===== config.mk =====
export PLATFORM = sky130hd
export DESIGN_NAME = intlv_wr_ctrl
export DESIGN_NICKNAME = d
export VERILOG_FILES = /design/src/rtl/intlv_wr_ctrl.sv
export SDC_FILE = /design/constraint.sdc
export NUM_CORES = 1
export LEC_CHECK = 0
export CORE_ASPECT_RATIO = 1.2
export CORE_MARGIN = 1
export CORE_UTILIZATION = 38
export DETAILED_ROUTE_END_ITERATION = 16
export PLACE_DENSITY = 0.83
export SYNTH_ARGS = -nofsm -noshare
export SYNTH_HDL_FRONTEND = slang
export SYNTH_SLANG_ARGS = --single-unit

===== constraint.sdc =====
create_clock -name clk -period 1.3 [get_ports clk]
set_input_delay 0.195 -clock clk [delete_from_list [all_inputs] [get_ports clk]]
set_output_delay 0.195 -clock clk [all_outputs]
set_load 0.02 [all_outputs]

===== src/rtl/intlv_wr_ctrl.sv =====
// Interleaver write-side controller.
// Accepts a frame of FRAME_LEN samples, walks the permutation ROM with a
// sequential index and writes each sample to the buffer at the permuted
// address one cycle after it is accepted.
module intlv_wr_ctrl #(
  parameter int D_WIDTH   = 8,
  parameter int A_WIDTH   = 10,
  parameter int FRAME_LEN = 2**A_WIDTH
) (
  input  logic               clk,
  input  logic               n_rst,
  input  logic               start,
  input  logic               mode_in,
  input  logic               abort,
  input  logic               in_valid,
  input  logic [D_WIDTH-1:0] in_data,
  output logic               in_ready,
  output logic [A_WIDTH-1:0] rom_raddr,
  output logic               rom_mode,
  input  logic [A_WIDTH-1:0] rom_data,
  output logic               mem_we,
  output logic [A_WIDTH-1:0] mem_waddr,
  output logic [D_WIDTH-1:0] mem_wdata,
  output logic               busy,
  output logic               done
);

  typedef enum logic [1:0] {
    IDLE = 2'd0,
    RUN  = 2'd1,
    DONE = 2'd2
  } state_t;

  localparam logic [A_WIDTH-1:0] LAST_IDX = A_WIDTH'(FRAME_LEN - 1);
  localparam logic [A_WIDTH-1:0] ONE      = A_WIDTH'(1);
  localparam logic [A_WIDTH-1:0] ZERO     = A_WIDTH'(0);

  state_t             state;
  state_t             state_nxt;
  logic [A_WIDTH-1:0] count;
  logic               accept;
  logic               last_accept;
  logic               frame_start;

  // Status outputs are plain decodes of the state register.
  assign in_ready    = (state == RUN);
  assign busy        = (state != IDLE);
  assign done        = (state == DONE);
  assign rom_raddr   = count;
  assign accept      = in_valid & in_ready;
  assign last_accept = accept & (count == LAST_IDX);
  assign frame_start = (state == IDLE) & start & ~abort;

  // State register.
  always_ff @(posedge clk or negedge n_rst) begin
    if (!n_rst) begin
      state <= IDLE;
    end else begin
      state <= state_nxt;
    end
  end

  // Next-state logic; abort wins over start and accept in every state.
  always_comb begin
    state_nxt = state;
    case (state)
      IDLE: begin
        if (frame_start) begin
          state_nxt = RUN;
        end else begin
          state_nxt = IDLE;
        end
      end
      RUN: begin
        if (abort) begin
          state_nxt = IDLE;
        end else if (last_accept) begin
          state_nxt = DONE;
        end else begin
          state_nxt = RUN;
        end
      end
      DONE: begin
        state_nxt = IDLE;
      end
      default: begin
        state_nxt = IDLE;
      end
    endcase
  end

  // Sample index: cleared on abort or frame start, wraps to 0 after the last sample.
  always_ff @(posedge clk or negedge n_rst) begin
    if (!n_rst) begin
      count <= ZERO;
    end else if (abort || frame_start) begin
      count <= ZERO;
    end else if (last_accept) begin
      count <= ZERO;
    end else if (accept) begin
      count <= count + ONE;
    end else begin
      count <= count;
    end
  end

  // ROM table select is captured only when a frame is accepted.
  always_ff @(posedge clk or negedge n_rst) begin
    if (!n_rst) begin
      rom_mode <= 1'b0;
    end else if (frame_start) begin
      rom_mode <= mode_in;
    end else begin
      rom_mode <= rom_mode;
    end
  end

  // Buffer write port: one-cycle latency, address/data hold when no write.
  always_ff @(posedge clk or negedge n_rst) begin
    if (!n_rst) begin
      mem_we    <= 1'b0;
      mem_waddr <= ZERO;
      mem_wdata <= {D_WIDTH{1'b0}};
    end else if (accept && !abort) begin
      mem_we    <= 1'b1;
      mem_waddr <= rom_data;
      mem_wdata <= in_data;
    end else begin
      mem_we    <= 1'b0;
      mem_waddr <= mem_waddr;
      mem_wdata <= mem_wdata;
    end
  end

endmodule

==> results by group, run 1 <==
Global route
  – First-pass GRT wire length: 6030 µm
  – Initial antenna violation count: 0
  – Grt total ovfl: 0
  – Largest net degree at the start of global routing: 19
  – Met3 GRT Util: 0.0541
  – Top Usage Layer GRT: met2
  – Vias in the first global route: 1,290
  – Gr usage total: 0.201
  – Met1 Resource Use GR: 0.255
  – Grt met2 use: 0.308

Pwr
  – Pwr Density: 1150 nW/µm²
  – Static leakage: 1.20 nW
  – Sequential power share: 0.427
  – Internal power: 1.98 mW
  – Switching Fraction: 0.283
  – Switch Pwr: 0.782 mW
  – Total power: 2.76 mW
  – Gate power share: 0.232
  – Clk pwr share: 0.341
  – Worst IR Drop VDD: 0.788 mV

Yosys
  – Post-Syn Nets: 173
  – Register area share after synthesis: 0.558
  – Ranking of synthesized cells by area: dfrtp_1 (56%), nand2_1 (15%), and3_1 (1.7%)
  – Largest area contributor in the netlist: dfrtp_1
  – Post-synth ARST share: 1.00
  – Synthesis Warnings: 0
  – Synth Area per Inst: 9.69 µm²
  – Mapped Cells: 148
  – Prevailing post-synth register cell: dfrtp_1
  – Flops & latches, synth: 32
  – Number of flops mapped to enable cells by yosys: 0
  – Cell area after synthesis: 1430 µm²
  – Area share of the largest cell type after synthesis: 0.558
  – Synth unique cells: 34

Drt
  – Drt first pass iters: 4
  – DRT iter0 DRCs: 23
  – Vias/cell: 4.69
  – Drt drc: 0
  – Vias: 1,305
  – Routed WL per cell: 12.7 µm
  – ANT nets after route: 0
  – Routed WL: 3540 µm

Timing
  – Max Clk Rate: 682 MHz
  – Final Hold Vio Count: 0
  – Worst-Margin Slew: 0.319 ns
  – Slew HR: 0.787
  – Skew final: 0.00463 ns
  – Slew Viols, Final: 0
  – Tcrit/Tclk final: 1.13
  – PnR worst setup slack: -0.167 ns
  – Count of final setup violators: 15
  – Fin crit period: 1.47 ns
  – RSZ-0062 raised after global routing: true

Setup path
  – WP data required: 1.48 ns
  – Worst r2r path cells: 5
  – Max Fanout on Critical Path: 6
  – WS Path Type: reg2reg
  – Critical R2R Launch: state[1]
  – Worst R2R End: rom_raddr[4]
  – Crit path capture type: register
  – Critical Path AT: 1.65 ns
  – CP startpoint kind: register
  – R2R Setup Slk: -0.17 ns

Place
  – Pre-CTS setup slack: -0.357 ns
  – HPWL Detailed: 2530 µm
  – GPL Wtd Cong: 0.854
  – Placed Area: 2200 µm²
  – Placed cells: 267
  – Port Buffers: 56

Clock network
  – Max Root-Sink Buffers: 2
  – Worst skew pair latency: 0.29 ns
  – Cts bufs inserted: 5
  – CTS H-tree lvls: 2
  – TritonCTS clock tree: yes
  – Root buffer cell: clkbuf_8
  – CTS sink cnt: 32
  – Worst-path clk slew: 0.07 ns

Die
  – Std cell rows: 24
  – IO Pins: 57
  – Starting Density: 0.395
  – Die height: 69.3 µm
  – Chip width: 58.1 µm
  – Die area: 4020 µm²
  – CORE AREA: 3630 µm²

Min path
  – HP Class: in2async

Flow run
  – MaxCap Viol Count: 0

Final layout
  – Layout cells sized above 1: 0.270
  – Number of fillers in the final layout: 299
  – Finished Cell Area: 2400 µm²
  – Layout area overhead: 67.3%
  – # diodes: 0
  – Final cell count without fillers: 278
  – Nets: 250

Run status
  – Status: complete, but fails checks
  – Failing checks: setup timing
[metal layers]
metal	wire length, µm	share of wire	vias up
li1	-	-	641
met1	1530	0.43	613
met2	1750	0.49	46
met3	176	0.050	5
met4	85	0.024	0
met5	0	0	-
[cell usage in the layout (no fill, tap or decap), types with 3 or more instances in the layout]
cell type / netlist / routed
nand3_1: 3 / 3
nand2_1: 57 / 56
clkdlybuf4s50_1: 0 / 23
dlygate4sd2_1: 0 / 28
nand4_1: 3 / 3
clkbuf_8: 0 / 5
a21oi_2: 0 / 3
buf_6: 1 / 7
dfrtp_2: 0 / 5
buf_4: 1 / 18
dfrtp_1: 32 / 27
and3_1: 4 / 3
nor2_1: 4 / 3
[worst max path at each step]
| stage | startpoint | endpoint | slack [ns] |
|---|---|---|---|
| after floorplan | state[1] | rom_mode | -0.12 |
| after global placement | in_valid | rom_raddr[5] | -0.31 |
| after detailed placement | in_valid | rom_raddr[4] | -0.36 |
| after CTS | state[1] | rom_raddr[4] | -0.13 |
| after global routing | state[1] | rom_raddr[4] | -0.21 |
| final | state[1] | rom_raddr[4] | -0.17 |
[flip-flops by register name, indices dropped and copies added, names as in the netlist]
name,flops
mem_we,1
state,2
rom_raddr,10
mem_waddr,10
mem_wdata,8
rom_mode,1
[synthesized netlist by cell type (2+ instances only)]
cell type and n:
and3_1 4, dfrtp_1 32, nor2_1 4, inv_1 3
nor3_1 2, buf_1 2, nand4_1 3, o31ai_2 2
xnor2_1 2, and2b_2 2, nand2_1 57, or3_1 2
nor2b_1 2, clkbuf_1 3, xor2_1 2, o21ai_0 2
nand3_1 3, a21oi_1 4, mux2_2 2
[metrics by stage]
step	hold WS (ns)	setup TNS, ns	utilization
finish	0.238	-1.33	0.660
global route	0.255	-2.08	0.660
CTS	0.236	-1.16	0.649
detailed placement	0.460	-6.31	0.606
global placement	0.455	-5.66	0.606
floorplan	-0.101	-0.686	-
[power groups by stage]
stage	registers (mW)	logic (mW)	clock network, mW
floorplan	1.35	0.152	0
global placement	1.20	0.678	0
detailed placement	1.20	0.694	0
CTS	1.18	0.635	0.964
global route	1.19	0.696	1.02
finish	1.18	0.640	0.941
[area by class of cell]
type	count	area, µm²	share of cell area
Inverter	3	11.3	0.00469
Sequential cell	32	807	0.336
Clock buffer	6	72.6	0.0303
Tap cell	52	65.1	0.0271
Multi-Input combinational cell	105	698	0.291
Timing Repair Buffer	78	709	0.296
Clock inverter	2	35.0	0.0146
[critical path: stages (launching register included)]
cell and delay, ns:
dfrtp_2 0.45, and3b_2 0.34, buf_6 0.13, nand4_1 0.21, nand2_2 0.17, nor2b_1 0.06
[timing repair]
item / 4_1_cts / 5_1_grt
hold buffers: 0 / 0
pin swaps: 7 / 6
setup buffers: 3 / 0
resized for setup: 60 / 14
setup endpoints to repair: 53 / 31
[cells by family after synthesis]
logic type                 after synthesis  synth area share
and+or+nand+nor                         84             0.282
buffers and inverters                   11            0.0375
DFF                                     32             0.558
xor gates and xnor gates                 4            0.0244
muxes                                    3            0.0227
AOI/OAI and AO/OA                       13            0.0663
adders and majority gates                1           0.00872
Power figures use the tool's default switching activity.
==> run 2, diff against run 1 <==
- CORE_MARGIN: 1 -> 8
- SLEW_MARGIN: not set -> 20
==> run 2 against run 1 <==
Net effect: the run still ends with setup timing left; non-clock buffer count up 5; first-iteration DRC count up 61%; largest power group unchanged; clock-buffer cell count unchanged; die area up 49%; total power down 5.9%; sequential share of layout area down 0.19 points; critical path type unchanged; global-route usage down 6.1 points; via count up 2.5%; critical path depth down 1.
==> results by group, run 2 (synthesized netlist as in run 1, its figures left out) <==
Timing
  – Skew final: 0.00532 ns
  – Final Hold Vio Count: 0
  – RSZ-0062 raised after global routing: true
  – PnR worst setup slack: -0.182 ns
  – Fin crit period: 1.48 ns
  – Slew Viols, Final: 0
  – Count of final setup violators: 16
  – Max Clk Rate: 675 MHz
  – Slew HR: 0.807
  – Final hold slack: 0.262 ns
  – Worst-Margin Slew: 0.289 ns
  – Sum Neg Setup Slack: -1.76 ns
  – Tcrit/Tclk final: 1.14

Global route
  – First-pass GRT wire length: 6560 µm
  – Largest net degree at the start of global routing: 18
  – Vias in the first global route: 1,353
  – Initial antenna violation count: 0
  – Gr usage total: 0.140
  – Grt total ovfl: 0

Setup path
  – Crit path capture type: register
  – Critical R2R Launch: state[1]
  – CP startpoint kind: register
  – Max Fanout on Critical Path: 6
  – WP data required: 1.47 ns
  – WS Path Type: reg2reg
  – Critical Path AT: 1.65 ns
  – Crit. Startpoint: state[1]

Final layout
  – Layout area overhead: 68.2%
  – Most frequent cells in the layout: nand2_1 (56), dlygate4sd2_1 (28), dfrtp_1 (27)
  – Commonest non-fill, non-tap cell in the layout: nand2_1
  – Layout cells sized above 1: 0.277
  – Finished Cell Area: 2410 µm²
  – Number of fillers in the final layout: 296
  – Nets: 255
  – # diodes: 0

Drt
  – Drt drc: 0
  – Drt first pass iters: 4
  – Vias/cell: 4.73
  – DRT iter0 DRCs: 37
  – Vias: 1,338
  – Routed WL per cell: 14.4 µm
  – ANT nets after route: 0
  – Routed WL: 4080 µm

Run status
  – Failing checks: setup timing
  – Status: complete, but fails checks

Clock network
  – Max Root-Sink Buffers: 2
  – Hold-fix buffer count after cts: 0
  – CTS H-tree lvls: 2
  – Root buffer cell: clkbuf_8
  – Worst skew pair latency: 0.28 ns
  – CTS sink cnt: 32
  – TritonCTS clock tree: yes
  – Worst-path clk slew: 0.07 ns
  – Cts bufs inserted: 5

Die
  – IO Pins: 57
  – Die area: 6000 µm²
  – Std cell rows: 24
  – Chip width: 72.1 µm
  – CORE AREA: 3630 µm²
  – Die height: 83.3 µm
  – Starting Density: 0.395

Pwr
  – Total power: 2.60 mW
  – Static leakage: 1.22 nW
  – Worst IR Drop VDD: 0.722 mV
  – Pwr Density: 1080 nW/µm²

Place
  – GPL Wtd Cong: 0.833
  – Port Buffers: 56
  – Pre-CTS setup slack: -0.369 ns
  – HPWL Detailed: 2970 µm
  – Placed Area: 2220 µm²

Min path
  – HP Class: in2async

Flow run
  – MaxCap Viol Count: 0
-- run 2: final timing paths --
| kind | to | slack [ns] | depth (start not counted) |
|---|---|---|---|
| worst max-delay path | rom_raddr[2] | -0.18 | 4 |
| worst min-delay path | mem_wdata[6] | 0.26 | 2 |
| worst max register to register | rom_raddr[2] | -0.18 | 4 |
| worst min register to register | mem_wdata[7] | 0.47 | 2 |
| max in group asynchronous | state[1] | 0.83 | 2 |
| min in group clk | mem_waddr[0] | 0.44 | 3 |
-- run 2: per-stage QoR --
| stage | cells | utilization |
|---|---|---|
| finish | 283 | 0.664 |
| global route | 283 | 0.664 |
| CTS | 278 | 0.642 |
| detailed placement | 268 | 0.612 |
| global placement | 268 | 0.612 |
| floorplan | 148 | - |
-- run 2: critical path, stage by stage, from the launching register on --
cell,delay (ns)
dfrtp_2,0.45
and3b_2,0.34
buf_6,0.12
nand4_1,0.23
and3_1,0.23
-- run 2: timing repair --
action	CTS	global route
buffers inserted	2	5
setup endpoints to repair	64	26
pin swaps	7	7
gates cloned	0	0
gates resized for setup	56	16
-- run 2: cell type report --
type,instances,area [µm²],share of cell area
well taps,52,65.1,0.0270
repair buffers,83,771,0.320
inverters,3,13.8,0.00571
clock buffers,6,82.6,0.0342
multi-input cells,105,663,0.275
clock inverters,2,10.0,0.00415
flip-flops and latches,32,807,0.335
-- run 2: metal layers --
metal,vias up,wire length (µm),GRT usage
met5,-,0,0
met4,0,89,0.0764
met3,7,205,0.0433
met2,41,2230,0.240
met1,638,1550,0.147
li1,652,-,-
-- run 2: power breakdown --
group          internal, mW  total, mW  switching, mW  leakage [nW]
registers              1.12       1.18         0.0627         0.409
clock network         0.421      0.765          0.343        0.0510
logic                 0.300      0.653          0.353         0.759
==> run 3, diff against run 2 <==
--- a/config.mk
+++ b/config.mk
@@ -7,9 +7,8 @@
 export LEC_CHECK = 0
 export CORE_ASPECT_RATIO = 1.2
-export CORE_MARGIN = 8
+export CORE_MARGIN = 4
 export CORE_UTILIZATION = 38
 export DETAILED_ROUTE_END_ITERATION = 16
 export PLACE_DENSITY = 0.83
-export SLEW_MARGIN = 20
 export SYNTH_ARGS = -nofsm -noshare
 export SYNTH_HDL_FRONTEND = slang
==> constraint.sdc (replaced) <==
create_clock -name clk -period 1.3 [get_ports clk]
set_input_delay 0.13 -clock clk [delete_from_list [all_inputs] [get_ports clk]]
set_output_delay 0.13 -clock clk [all_outputs]
set_load 0.02 [all_outputs]
==> run 3 against run 2 <==
Net effect: the run still ends with setup timing left; sequential cell count is the same; setup slack improved by 0.0072 ns; utilization increased by 0.28 points; total power rose by 0.53%; die area down 20%; wire length decreased by 6.3%; largest power group unchanged; largest cell class unchanged; critical endpoint is now rom_raddr[4].
==> results by group, run 3 (synthesized netlist as in run 1, its figures left out) <==
Setup path
  – CP Buf/Inv Count: 1
  – Worst path slowest cell: dfrtp_2
  – WP data required: 1.47 ns
  – Critical R2R Launch: state[1]
  – Critical Path AT: 1.65 ns
  – Crit path cell chain: and3b_2 -> buf_6 -> nand4_1 -> nand2_2 -> nor2b_1
  – Max stage delay on crit path: 0.43 ns
  – Crit. Startpoint: state[1]
  – Worst r2r path cells: 5
  – Worst R2R End: rom_raddr[4]
  – WS Path Type: reg2reg
  – R2R Setup Slk: -0.18 ns
  – Max Fanout on Critical Path: 5
  – CP startpoint kind: register
  – Crit path capture type: register
  – Cell family with most CP delay: simple AND/OR/NAND/NOR gates

Final layout
  – Commonest non-fill, non-tap cell in the layout: nand2_1
  – # diodes: 0
  – Post-layout util: 0.667
  – Most frequent cells in the layout: nand2_1 (56), dlygate4sd2_1 (29), dfrtp_1 (26)
  – Layout cells sized above 1: 0.284
  – Final cell count without fillers: 281
  – Layout area overhead: 68.9%
  – Nets: 253

Drt
  – Routed WL: 3830 µm
  – DRT iter0 DRCs: 18
  – Vias/cell: 4.63
  – ANT nets after route: 0
  – Vias: 1,302
  – Drt first pass iters: 4
  – Drt drc: 0
  – Routed WL per cell: 13.6 µm

Clock network
  – CTS sink cnt: 32
  – Worst skew pair latency: 0.28 ns
  – TritonCTS clock tree: yes
  – Root buffer cell: clkbuf_8
  – Cts bufs inserted: 5
  – Max Root-Sink Buffers: 2
  – CTS H-tree lvls: 2
  – Worst-path clk slew: 0.06 ns

Global route
  – Vias in the first global route: 1,349
  – Grt total ovfl: 0
  – Largest net degree at the start of global routing: 33
  – Gr usage total: 0.175
  – First-pass GRT wire length: 6290 µm
  – Initial antenna violation count: 0

Die
  – Std cell rows: 24
  – Die height: 75.3 µm
  – Die area: 4820 µm²
  – Chip width: 64.1 µm
  – IO Pins: 57
  – Starting Density: 0.395
  – CORE AREA: 3630 µm²

Min path
  – HP Class: in2async

Timing
  – Slew HR: 0.785
  – Tcrit/Tclk final: 1.13
  – Count of final setup violators: 20
  – RSZ-0062 raised after global routing: true
  – Slew Viols, Final: 0
  – Worst-Margin Slew: 0.322 ns
  – Skew final: 0.00363 ns
  – Fin crit period: 1.48 ns
  – PnR worst setup slack: -0.175 ns
  – Final Hold Vio Count: 0
  – Max Clk Rate: 678 MHz

Place
  – Pre-CTS setup slack: -0.292 ns
  – GPL Wtd Cong: 0.804
  – Placed cells: 266
  – HPWL Detailed: 2550 µm
  – Port Buffers: 56

Pwr
  – Worst IR Drop VDD: 0.611 mV
  – Pwr Density: 1080 nW/µm²
  – Static leakage: 1.21 nW

Run status
  – Failing checks: setup timing
  – Status: complete, but fails checks

Flow run
  – MaxCap Viol Count: 0
## run 3: worst max path at each step
stage | endpoint | cells past startpoint
floorplan | rom_mode | 3
global placement | rom_raddr[3] | 6
detailed placement | rom_raddr[4] | 6
CTS | rom_raddr[4] | 5
global route | rom_raddr[4] | 5
finish | rom_raddr[4] | 5
## run 3: worst register-to-register path, delay by kind of cell, from the launching register on
family / cells / cell delay [ns]
simple gates: 4 / 0.79
flops: 1 / 0.43
buf+inv: 1 / 0.14
## run 3: metrics by stage
stage	hold slack, ns	cell area, µm²	setup TNS [ns]	power [mW]
floorplan	-0.166	1490	-0.686	1.50
global placement	0.455	2210	-3.37	1.89
detailed placement	0.461	2210	-4.08	1.90
CTS	0.215	2360	-0.884	2.63
global route	0.233	2420	-2.96	2.76
finish	0.216	2420	-1.54	2.61
## run 3: repair_timing
item / 4_1_cts / 5_1_grt
endpoints found under the setup margin: 51 / 20
gates resized for setup: 58 / 18
setup buffers: 3 / 4
hold buffers: 0 / 0
pin swaps: 7 / 7
cloned: 0 / 0
## run 3: area by class of cell
type                            count  area, µm²
Sequential cell                    32        808
Clock inverter                      2       10.0
Timing Repair Buffer               81        754
Tap cell                           52       65.1
Inverter                            3       11.3
Fill cell                         298       1210
Clock buffer                        6       82.6
Multi-Input combinational cell    105        691
## run 3: power by group
part | internal (mW) | switching [mW]
sequential | 1.12 | 0.0603
clock | 0.421 | 0.355
combinational | 0.305 | 0.353
total | 1.84 | 0.768
## run 3: layer usage
layer / track usage / share of wire
met5: 0 / 0
met4: 0.0911 / 0.036
met3: 0.0487 / 0.053
met2: 0.305 / 0.51
met1: 0.198 / 0.40
